--- src/rtl/snake_pkg.sv ---
// Shared constants and types for the snake playfield renderer.
package snake_pkg;

    localparam int GRID_W     = 40;
    localparam int GRID_H     = 30;
    localparam int GRID_CELLS = GRID_W * GRID_H;
    localparam int ADDR_W     = 11;

    typedef enum logic [1:0] {
        CELL_EMPTY = 2'd0,
        CELL_BODY  = 2'd1,
        CELL_HEAD  = 2'd2,
        CELL_FOOD  = 2'd3
    } cell_t;

    typedef enum logic {
        ST_CLEAR = 1'b0,
        ST_RUN   = 1'b1
    } state_t;

    // Colours packed as {R,G,B}
    localparam logic [2:0] COL_BLACK  = 3'b000;
    localparam logic [2:0] COL_GREEN  = 3'b010;
    localparam logic [2:0] COL_YELLOW = 3'b110;
    localparam logic [2:0] COL_RED    = 3'b100;
    localparam logic [2:0] COL_WHITE  = 3'b111;

    // Row-major cell address, row stride 40 built from two shifts
    function automatic logic [ADDR_W-1:0] cell_addr(input logic [5:0] cx, input logic [5:0] cy);
        logic [ADDR_W-1:0] y;
        y = {5'd0, cy};
        return (y << 5) + (y << 3) + {5'd0, cx};
    endfunction

endpackage

--- src/rtl/snake_grid_renderer_if.sv ---
// Bus bundle between the VGA timing / game logic side and the renderer.
interface snake_grid_renderer_if;

    logic [9:0] hcount;
    logic [9:0] vcount;
    logic       video_on;
    logic       hs_in;
    logic       vs_in;
    logic       wr_en;
    logic [5:0] wr_x;
    logic [4:0] wr_y;
    logic [1:0] wr_data;
    logic       clear_req;
    logic       busy;
    logic       HS;
    logic       VS;
    logic       R;
    logic       G;
    logic       B;

    modport master (
        output hcount, vcount, video_on, hs_in, vs_in,
        output wr_en, wr_x, wr_y, wr_data, clear_req,
        input  busy, HS, VS, R, G, B
    );

    modport slave (
        input  hcount, vcount, video_on, hs_in, vs_in,
        input  wr_en, wr_x, wr_y, wr_data, clear_req,
        output busy, HS, VS, R, G, B
    );

endinterface

--- src/rtl/snake_grid_renderer_grid_ram.sv ---
// Simple dual-port playfield RAM: one write port, one registered read-first read port.
module grid_ram #(
    parameter int DEPTH  = 1200,
    parameter int ADDR_W = 11
) (
    input  logic              clk,
    input  logic              we,
    input  logic [ADDR_W-1:0] wa,
    input  logic [1:0]        wd,
    input  logic [ADDR_W-1:0] ra,
    output logic [1:0]        rd
);

    logic [1:0] mem [0:DEPTH-1];

    // Write and read on the same edge; the read sees the pre-write contents
    always_ff @(posedge clk) begin
        if (we) begin
            mem[wa] <= wd;
        end
        rd <= mem[ra];
    end

endmodule

--- src/rtl/snake_grid_renderer.sv ---
// Turns VGA pixel counters into playfield cell colours, three cycles deep,
// and owns the playfield RAM plus its full-grid clear sequencer.
module snake_grid_renderer
    import snake_pkg::*;
#(
    parameter int GRID_W      = snake_pkg::GRID_W,
    parameter int GRID_H      = snake_pkg::GRID_H,
    parameter int CELL_SHIFT  = 4,
    parameter int DRAW_BORDER = 1
) (
    input  logic                  clk,
    input  logic                  reset_n,
    snake_grid_renderer_if.slave  bus
);

    localparam logic [9:0]        GW10     = 10'(GRID_W);
    localparam logic [9:0]        GH10     = 10'(GRID_H);
    localparam logic [5:0]        GW6      = 6'(GRID_W);
    localparam logic [4:0]        GH5      = 5'(GRID_H);
    localparam logic [ADDR_W-1:0] CLR_LAST = ADDR_W'(GRID_W * GRID_H - 1);

    state_t            state;
    logic [ADDR_W-1:0] clr_addr;
    logic              busy;

    logic [9:0]        hsh;
    logic [9:0]        vsh;
    logic              wr_ok;
    logic [ADDR_W-1:0] wr_addr;
    logic              ram_we;
    logic [ADDR_W-1:0] ram_wa;
    logic [1:0]        ram_wd;
    logic [1:0]        ram_rd;

    logic [ADDR_W-1:0] addr_p1;
    logic              vld_p1, vld_p2;
    logic              border_p1, border_p2;
    logic              hs_p1, hs_p2, vs_p1, vs_p2;
    logic [2:0]        rgb_p3;
    logic              hs_p3, vs_p3;

    function automatic logic [2:0] cell_colour(input logic [1:0] code);
        case (code)
            CELL_BODY: return COL_GREEN;
            CELL_HEAD: return COL_YELLOW;
            CELL_FOOD: return COL_RED;
            default:   return COL_BLACK;
        endcase
    endfunction

    // Pixel-to-cell coordinates and game-write decode
    always_comb begin
        hsh     = bus.hcount >> CELL_SHIFT;
        vsh     = bus.vcount >> CELL_SHIFT;
        wr_ok   = bus.wr_en && (bus.wr_x < GW6) && (bus.wr_y < GH5);
        wr_addr = cell_addr(bus.wr_x, {1'b0, bus.wr_y});
    end

    // Write-port arbitration: the clear sequencer owns the port while busy
    always_comb begin
        ram_we = 1'b0;
        ram_wa = wr_addr;
        ram_wd = bus.wr_data;
        if (state == ST_CLEAR) begin
            ram_we = 1'b1;
            ram_wa = clr_addr;
            ram_wd = CELL_EMPTY;
        end else if (wr_ok) begin
            ram_we = 1'b1;
        end
    end

    // Clear / run sequencer with registered busy
    always_ff @(posedge clk) begin
        if (!reset_n) begin
            state    <= ST_CLEAR;
            clr_addr <= '0;
            busy     <= 1'b1;
        end else begin
            case (state)
                ST_CLEAR: begin
                    if (bus.clear_req) begin
                        clr_addr <= '0;
                    end else if (clr_addr == CLR_LAST) begin
                        state <= ST_RUN;
                        busy  <= 1'b0;
                    end else begin
                        clr_addr <= clr_addr + 1'b1;
                    end
                end
                default: begin
                    if (bus.clear_req) begin
                        state    <= ST_CLEAR;
                        clr_addr <= '0;
                        busy     <= 1'b1;
                    end
                end
            endcase
        end
    end

    grid_ram #(
        .DEPTH  (GRID_W * GRID_H),
        .ADDR_W (ADDR_W)
    ) u_ram (
        .clk (clk),
        .we  (ram_we),
        .wa  (ram_wa),
        .wd  (ram_wd),
        .ra  (addr_p1),
        .rd  (ram_rd)
    );

    // ---- stage 1: cell address and visibility/border flags
    always_ff @(posedge clk) begin
        addr_p1   <= cell_addr(hsh[5:0], vsh[5:0]);
        border_p1 <= (hsh == 10'd0) || (hsh == GW10 - 10'd1) ||
                     (vsh == 10'd0) || (vsh == GH10 - 10'd1);
    end

    // Stage 1 control: valid and sync delay
    always_ff @(posedge clk) begin
        if (!reset_n) begin
            vld_p1 <= 1'b0;
            hs_p1  <= 1'b0;
            vs_p1  <= 1'b0;
        end else begin
            vld_p1 <= bus.video_on && (hsh < GW10) && (vsh < GH10);
            hs_p1  <= bus.hs_in;
            vs_p1  <= bus.vs_in;
        end
    end

    // ---- stage 2: RAM read in flight, flags follow
    always_ff @(posedge clk) begin
        border_p2 <= border_p1;
    end

    // Stage 2 control: valid and sync delay
    always_ff @(posedge clk) begin
        if (!reset_n) begin
            vld_p2 <= 1'b0;
            hs_p2  <= 1'b0;
            vs_p2  <= 1'b0;
        end else begin
            vld_p2 <= vld_p1;
            hs_p2  <= hs_p1;
            vs_p2  <= vs_p1;
        end
    end

    // ---- stage 3: colour map into output registers
    always_ff @(posedge clk) begin
        if (!reset_n) begin
            rgb_p3 <= COL_BLACK;
            hs_p3  <= 1'b0;
            vs_p3  <= 1'b0;
        end else begin
            hs_p3 <= hs_p2;
            vs_p3 <= vs_p2;
            if (!vld_p2) begin
                rgb_p3 <= COL_BLACK;
            end else if (border_p2 && (DRAW_BORDER != 0)) begin
                rgb_p3 <= COL_WHITE;
            end else begin
                rgb_p3 <= cell_colour(ram_rd);
            end
        end
    end

    assign bus.busy = busy;
    assign bus.HS   = hs_p3;
    assign bus.VS   = vs_p3;
    assign bus.R    = rgb_p3[2];
    assign bus.G    = rgb_p3[1];
    assign bus.B    = rgb_p3[0];

endmodule

--- src/flat_wrapper.sv ---
// flat-port wrapper written by rule: the top's interface ports become plain ports
module snake_grid_renderer_flat import snake_pkg::*;
#(
    parameter int GRID_W      = snake_pkg::GRID_W,
    parameter int GRID_H      = snake_pkg::GRID_H,
    parameter int CELL_SHIFT  = 4,
    parameter int DRAW_BORDER = 1
)
  (clk, reset_n, bus_hcount, bus_vcount, bus_video_on, bus_hs_in, bus_vs_in, bus_wr_en, bus_wr_x, bus_wr_y, bus_wr_data, bus_clear_req, bus_busy, bus_HS, bus_VS, bus_R, bus_G, bus_B);
  snake_grid_renderer_if bus_i ();
  input  logic clk;
  input  logic reset_n;
  input wire logic [$bits(bus_i.hcount)-1:0] bus_hcount;
  input wire logic [$bits(bus_i.vcount)-1:0] bus_vcount;
  input wire logic [$bits(bus_i.video_on)-1:0] bus_video_on;
  input wire logic [$bits(bus_i.hs_in)-1:0] bus_hs_in;
  input wire logic [$bits(bus_i.vs_in)-1:0] bus_vs_in;
  input wire logic [$bits(bus_i.wr_en)-1:0] bus_wr_en;
  input wire logic [$bits(bus_i.wr_x)-1:0] bus_wr_x;
  input wire logic [$bits(bus_i.wr_y)-1:0] bus_wr_y;
  input wire logic [$bits(bus_i.wr_data)-1:0] bus_wr_data;
  input wire logic [$bits(bus_i.clear_req)-1:0] bus_clear_req;
  output wire logic [$bits(bus_i.busy)-1:0] bus_busy;
  output wire logic [$bits(bus_i.HS)-1:0] bus_HS;
  output wire logic [$bits(bus_i.VS)-1:0] bus_VS;
  output wire logic [$bits(bus_i.R)-1:0] bus_R;
  output wire logic [$bits(bus_i.G)-1:0] bus_G;
  output wire logic [$bits(bus_i.B)-1:0] bus_B;
  assign bus_i.hcount = bus_hcount;
  assign bus_i.vcount = bus_vcount;
  assign bus_i.video_on = bus_video_on;
  assign bus_i.hs_in = bus_hs_in;
  assign bus_i.vs_in = bus_vs_in;
  assign bus_i.wr_en = bus_wr_en;
  assign bus_i.wr_x = bus_wr_x;
  assign bus_i.wr_y = bus_wr_y;
  assign bus_i.wr_data = bus_wr_data;
  assign bus_i.clear_req = bus_clear_req;
  assign bus_busy = bus_i.busy;
  assign bus_HS = bus_i.HS;
  assign bus_VS = bus_i.VS;
  assign bus_R = bus_i.R;
  assign bus_G = bus_i.G;
  assign bus_B = bus_i.B;
  snake_grid_renderer #(.GRID_W(GRID_W), .GRID_H(GRID_H), .CELL_SHIFT(CELL_SHIFT), .DRAW_BORDER(DRAW_BORDER)) u_core (.clk(clk), .reset_n(reset_n), .bus(bus_i));
endmodule
--- config.mk ---
export PLATFORM = sky130hd
export DESIGN_NAME = snake_grid_renderer_flat
export DESIGN_NICKNAME = d
export VERILOG_FILES = /design/src/rtl/snake_pkg.sv /design/src/rtl/snake_grid_renderer_if.sv /design/src/rtl/snake_grid_renderer_grid_ram.sv /design/src/rtl/snake_grid_renderer.sv /design/src/flat_wrapper.sv
export SDC_FILE = /design/constraint.sdc
export NUM_CORES = 2
export LEC_CHECK = 0
export BUFFER_PORTS_ARGS = -buffer_cell sky130_fd_sc_hd__buf_2
export CAP_MARGIN = 40
export CORE_MARGIN = 10
export CORE_UTILIZATION = 49
export CTS_CLUSTER_DIAMETER = 60
export DETAILED_ROUTE_END_ITERATION = 12
export MAX_ROUTING_LAYER = met4
export SKIP_CTS_REPAIR_TIMING = 1
export SLEW_MARGIN = 20
export SYNTH_ARGS = -nofsm -noshare
export SYNTH_HDL_FRONTEND = slang
export SYNTH_SLANG_ARGS = --single-unit
--- constraint.sdc ---
create_clock -name clk -period 59.6 [get_ports clk]
set_input_delay 14.9 -clock clk [delete_from_list [all_inputs] [get_ports clk]]
set_output_delay 14.9 -clock clk [all_outputs]
set_load 0.02 [all_outputs]
==> impl_metrics.json <==
{
  "drive_gt1_share_pct": 22.0,
  "drc_errors": 0,
  "yosysWarnings": 0,
  "first_iter_violations": 6753,
  "register_area_um2": 72900,
  "fin_crit_sh_pct": 30.2,
  "skew_ps": 33.9,
  "cts_tree": "built",
  "power_per_cell_area_nw_per_um2": 32.6,
  "area_delta_synth_final_pct": 12.0,
  "slew_viol_final": 0,
  "synth_flop_cell": "edfxtp_1",
  "syn_inst": 5620,
  "synthArstFlopShare_pct": 0,
  "arrival_ps": 18580,
  "synth_nets": 5686,
  "clock.fmax_mhz": 55.6,
  "critPathKind": "in -> reg",
  "grt_max_degree": 237,
  "synth_cell_types": 77,
  "ios": 46,
  "routed_wl_um": 278000,
  "grt_antenna_before_repair": 10,
  "grt_pass1_wl_um": 396000,
  "ant_nets": 0,
  "htree_num_levels": 5,
  "status": "finished clean",
  "critPathCaptureType": "register",
  "finalHoldViolations": 0,
  "synth_seq_cells": 2439,
  "die_h_um": 472,
  "numPortBuffers": 37,
  "drtPass1Iterations": 5,
  "yosysSeqAreaShare_pct": 72.9,
  "clk_path_buf_depth": 4,
  "sw_frac_of_total_pct": 21.9,
  "cp_max_fo": 17,
  "cap_viol_max_count": 0,
  "grt_pass1_vias": 54400,
  "intPower_mw": 2.85,
  "clock_latency_ps": 910,
  "pwr-share-comb_pct": 4.9,
  "leakagePower_nw": 28.6,
  "grt_overflow": 0,
  "min_period_ps": 17970,
  "final_core_util_pct": 55.3,
  "worstSetupStartpointType": "input pin",
  "die-width_um": 472,
  "n_fill_cell": 15700,
  "slew_headroom_pct": 28.4,
  "initial_core_util_pct": 49.3,
  "hpwlAfterDp_um": 160000,
  "syn_area_per_cell_um2": 17.8,
  "dieArea_um2": 222000,
  "multi_input_area_um2": 24800,
  "p_clk_share_pct": 43.9,
  "fin_nets": 5757,
  "hp-class": "reg -> reg",
  "cts_sinks": 2439,
  "syn_area_um2": 99900,
  "seq_power_share_pct": 51.2,
  "synth-edff-count": 2400,
  "p_switching_mw": 0.798,
  "peakVddDrop_v": 0.0000274,
  "rsz0062_at_grt": "false",
  "cts_root_buffer": "clkbuf_16",
  "cts_buffers": 277,
  "p_total_mw": 3.65,
  "setup_tns_ps": 0,
  "clk_pin_slew_ps": 60,
  "worstPathRequired_ps": 60210,
  "wl_per_cell_um": 32.5,
  "rows": 165,
  "finalSetupViolCount": 0,
  "tightest_slew_ps": 1070,
  "core_um2": 203000,
  "vias": 53800,
  "grt_use_total_pct": 25.3,
  "via_per_inst": 6.29,
  "place.gp.congestion": 0.806
}
[Yosys cell counts (4+ instances only)]
master    number  area [um^2]
o21ai_1        6         30.0
nor4b_1        4         35.0
o211ai_1       8         60.1
o21a_1         4         30.0
and2_1        14         87.6
mux2i_1      119         1190
buf_2         60          300
a21o_1         7         52.6
nor4_1        12         75.1
xnor2_1        8         70.1
or4_1          5         37.5
ha_1          22          275
buf_12        16          320
nand3_1       31          155
fa_1           4         80.1
o32ai_1        4         35.0
mux4_1        11          289
inv_1         19         71.3
dfxtp_1       39          781
nand2_1      127          477
buf_1         21         78.8
xor2_1         9         78.8
o21ai_0       33          165
buf_6         25          282
edfxtp_1    2400        72100
a22oi_1       48          360
mux2_2        33          372
nor2b_1       17          106
nor2_1      1265         4750
o31ai_1       12         90.1
buf_4         29          218
nor3_1        32          160
o221ai_1      40          350
nand4_1        6         37.5
o22ai_1       60          375
or3_1          4         25.0
clkbuf_1     281         1050
a211oi_1      18          135
nand2b_1       9         56.3
a32oi_1        5         43.8
a21oi_1       69          345
a311oi_1       6         52.6
mux4_2       601        13500
and3_1         7         43.8
buf_8         16          240
[worst max-delay path, stage by stage]
cell and delay [ps]:
buf_2 120, fa_1 500, ha_1 310, a21o_1 150, a21oi_1 220, o21bai_1 90, a21oi_1 170, xnor2_1 270
a21o_1 190, buf_4 320, nand3_1 620, buf_4 450, nor2_1 210
[layout make-up]
cell class,instances,share of cell area [%]
clock buffers,339,6.56
diodes,8,0.0179
well taps,2672,2.99
inverters,21,0.0771
flip-flops and latches,2439,65.1
repair buffers,240,2.17
clock inverters,131,0.914
multi-input cells,2712,22.2
[through the flow]
stage | setup slack [ps] | std cells | hold WS [ps] | instance area (um^2)
after global placement | 40280 | 8034 | 311 | 103000
final | 41630 | 8562 | 326 | 112000
after CTS | 41700 | 8546 | 331 | 112000
after floorplan | 26570 | 5620 | 310 | 99900
after global routing | 41480 | 8559 | 333 | 112000
after detailed placement | 40740 | 8076 | 318 | 103000
[cells in the final DEF, fill, tap and decap left out, types with 39 or more instances in the layout]
cell type | netlist | routed
o221ai_1 | 40 | 40
edfxtp_1 | 2400 | 2400
mux4_2 | 601 | 601
nand2_1 | 127 | 91
buf_2 | 60 | 39
clkinv_1 | 1 | 64
clkbuf_1 | 281 | 53
a22oi_1 | 48 | 48
nor2_1 | 1265 | 1261
mux2i_1 | 119 | 119
o22ai_1 | 60 | 59
clkbuf_16 | 0 | 285
clkinv_2 | 0 | 40
buf_4 | 29 | 149
a21oi_1 | 69 | 69
[path summary, 6_finish.rpt]
check / startpoint / end / slack [ps] / depth (start not counted)
max: bus_wr_y[0] / u_core.u_ram.mem[749][1] / 41630 / 13
min: u_core.border_p1 / u_core.border_p2 / 330 / 0
max reg2reg: u_core.addr_p1[1] / u_core.u_ram.rd[0] / 53280 / 13
min reg2reg: u_core.border_p1 / u_core.border_p2 / 330 / 0
[cells by family (layout without fill, tap and decap cells)]
family                     after synthesis  in the layout  synth area share (%)
adders and majority gates               26             26                 0.356
other                                    0              8                     0
buffers and inverters                  469            731                  2.57
muxes                                  764            764                  15.4
AOI/OAI and AO/OA                      356            356                  2.46
and+or+nand+nor                       1549           1549                  6.18
xor gates and xnor gates                17             17                 0.149
DFF                                   2439           2439                  72.9
[per-layer routing]
layer / GRT usage [%] / wire length [um]
met5: - / 0
met1: 33.8 / 110000
met2: 39.8 / 135000
met3: 4.38 / 22800
met4: 8.41 / 10100
[power groups by stage]
stage                     logic [mW]  registers [mW]  clock network [mW]
after floorplan               0.0991            1.89                   0
after global placement         0.173            1.90                   0
after detailed placement       0.176            1.90                   0
after CTS                      0.176            1.87                1.62
after global routing           0.184            1.86                1.69
final                          0.179            1.87                1.60
[sequential cells by signal (all words and copies together) (netlist names)]
signal and cells:
u_core.addr_p1 11, u_core.vld_p1 1, u_core.vs_p1 1, u_core.border_p1 1, u_core.bus.busy 1, u_core.state 1, u_core.bus.HS 1, u_core.hs_p2 1
u_core.vld_p2 1, u_core.bus.VS 1, u_core.hs_p1 1, u_core.rgb_p3 3, u_core.u_ram.rd 2, u_core.vs_p2 1, u_core.border_p2 1, u_core.u_ram.mem 2400
u_core.clr_addr 11
Power figures use the tool's default switching activity.
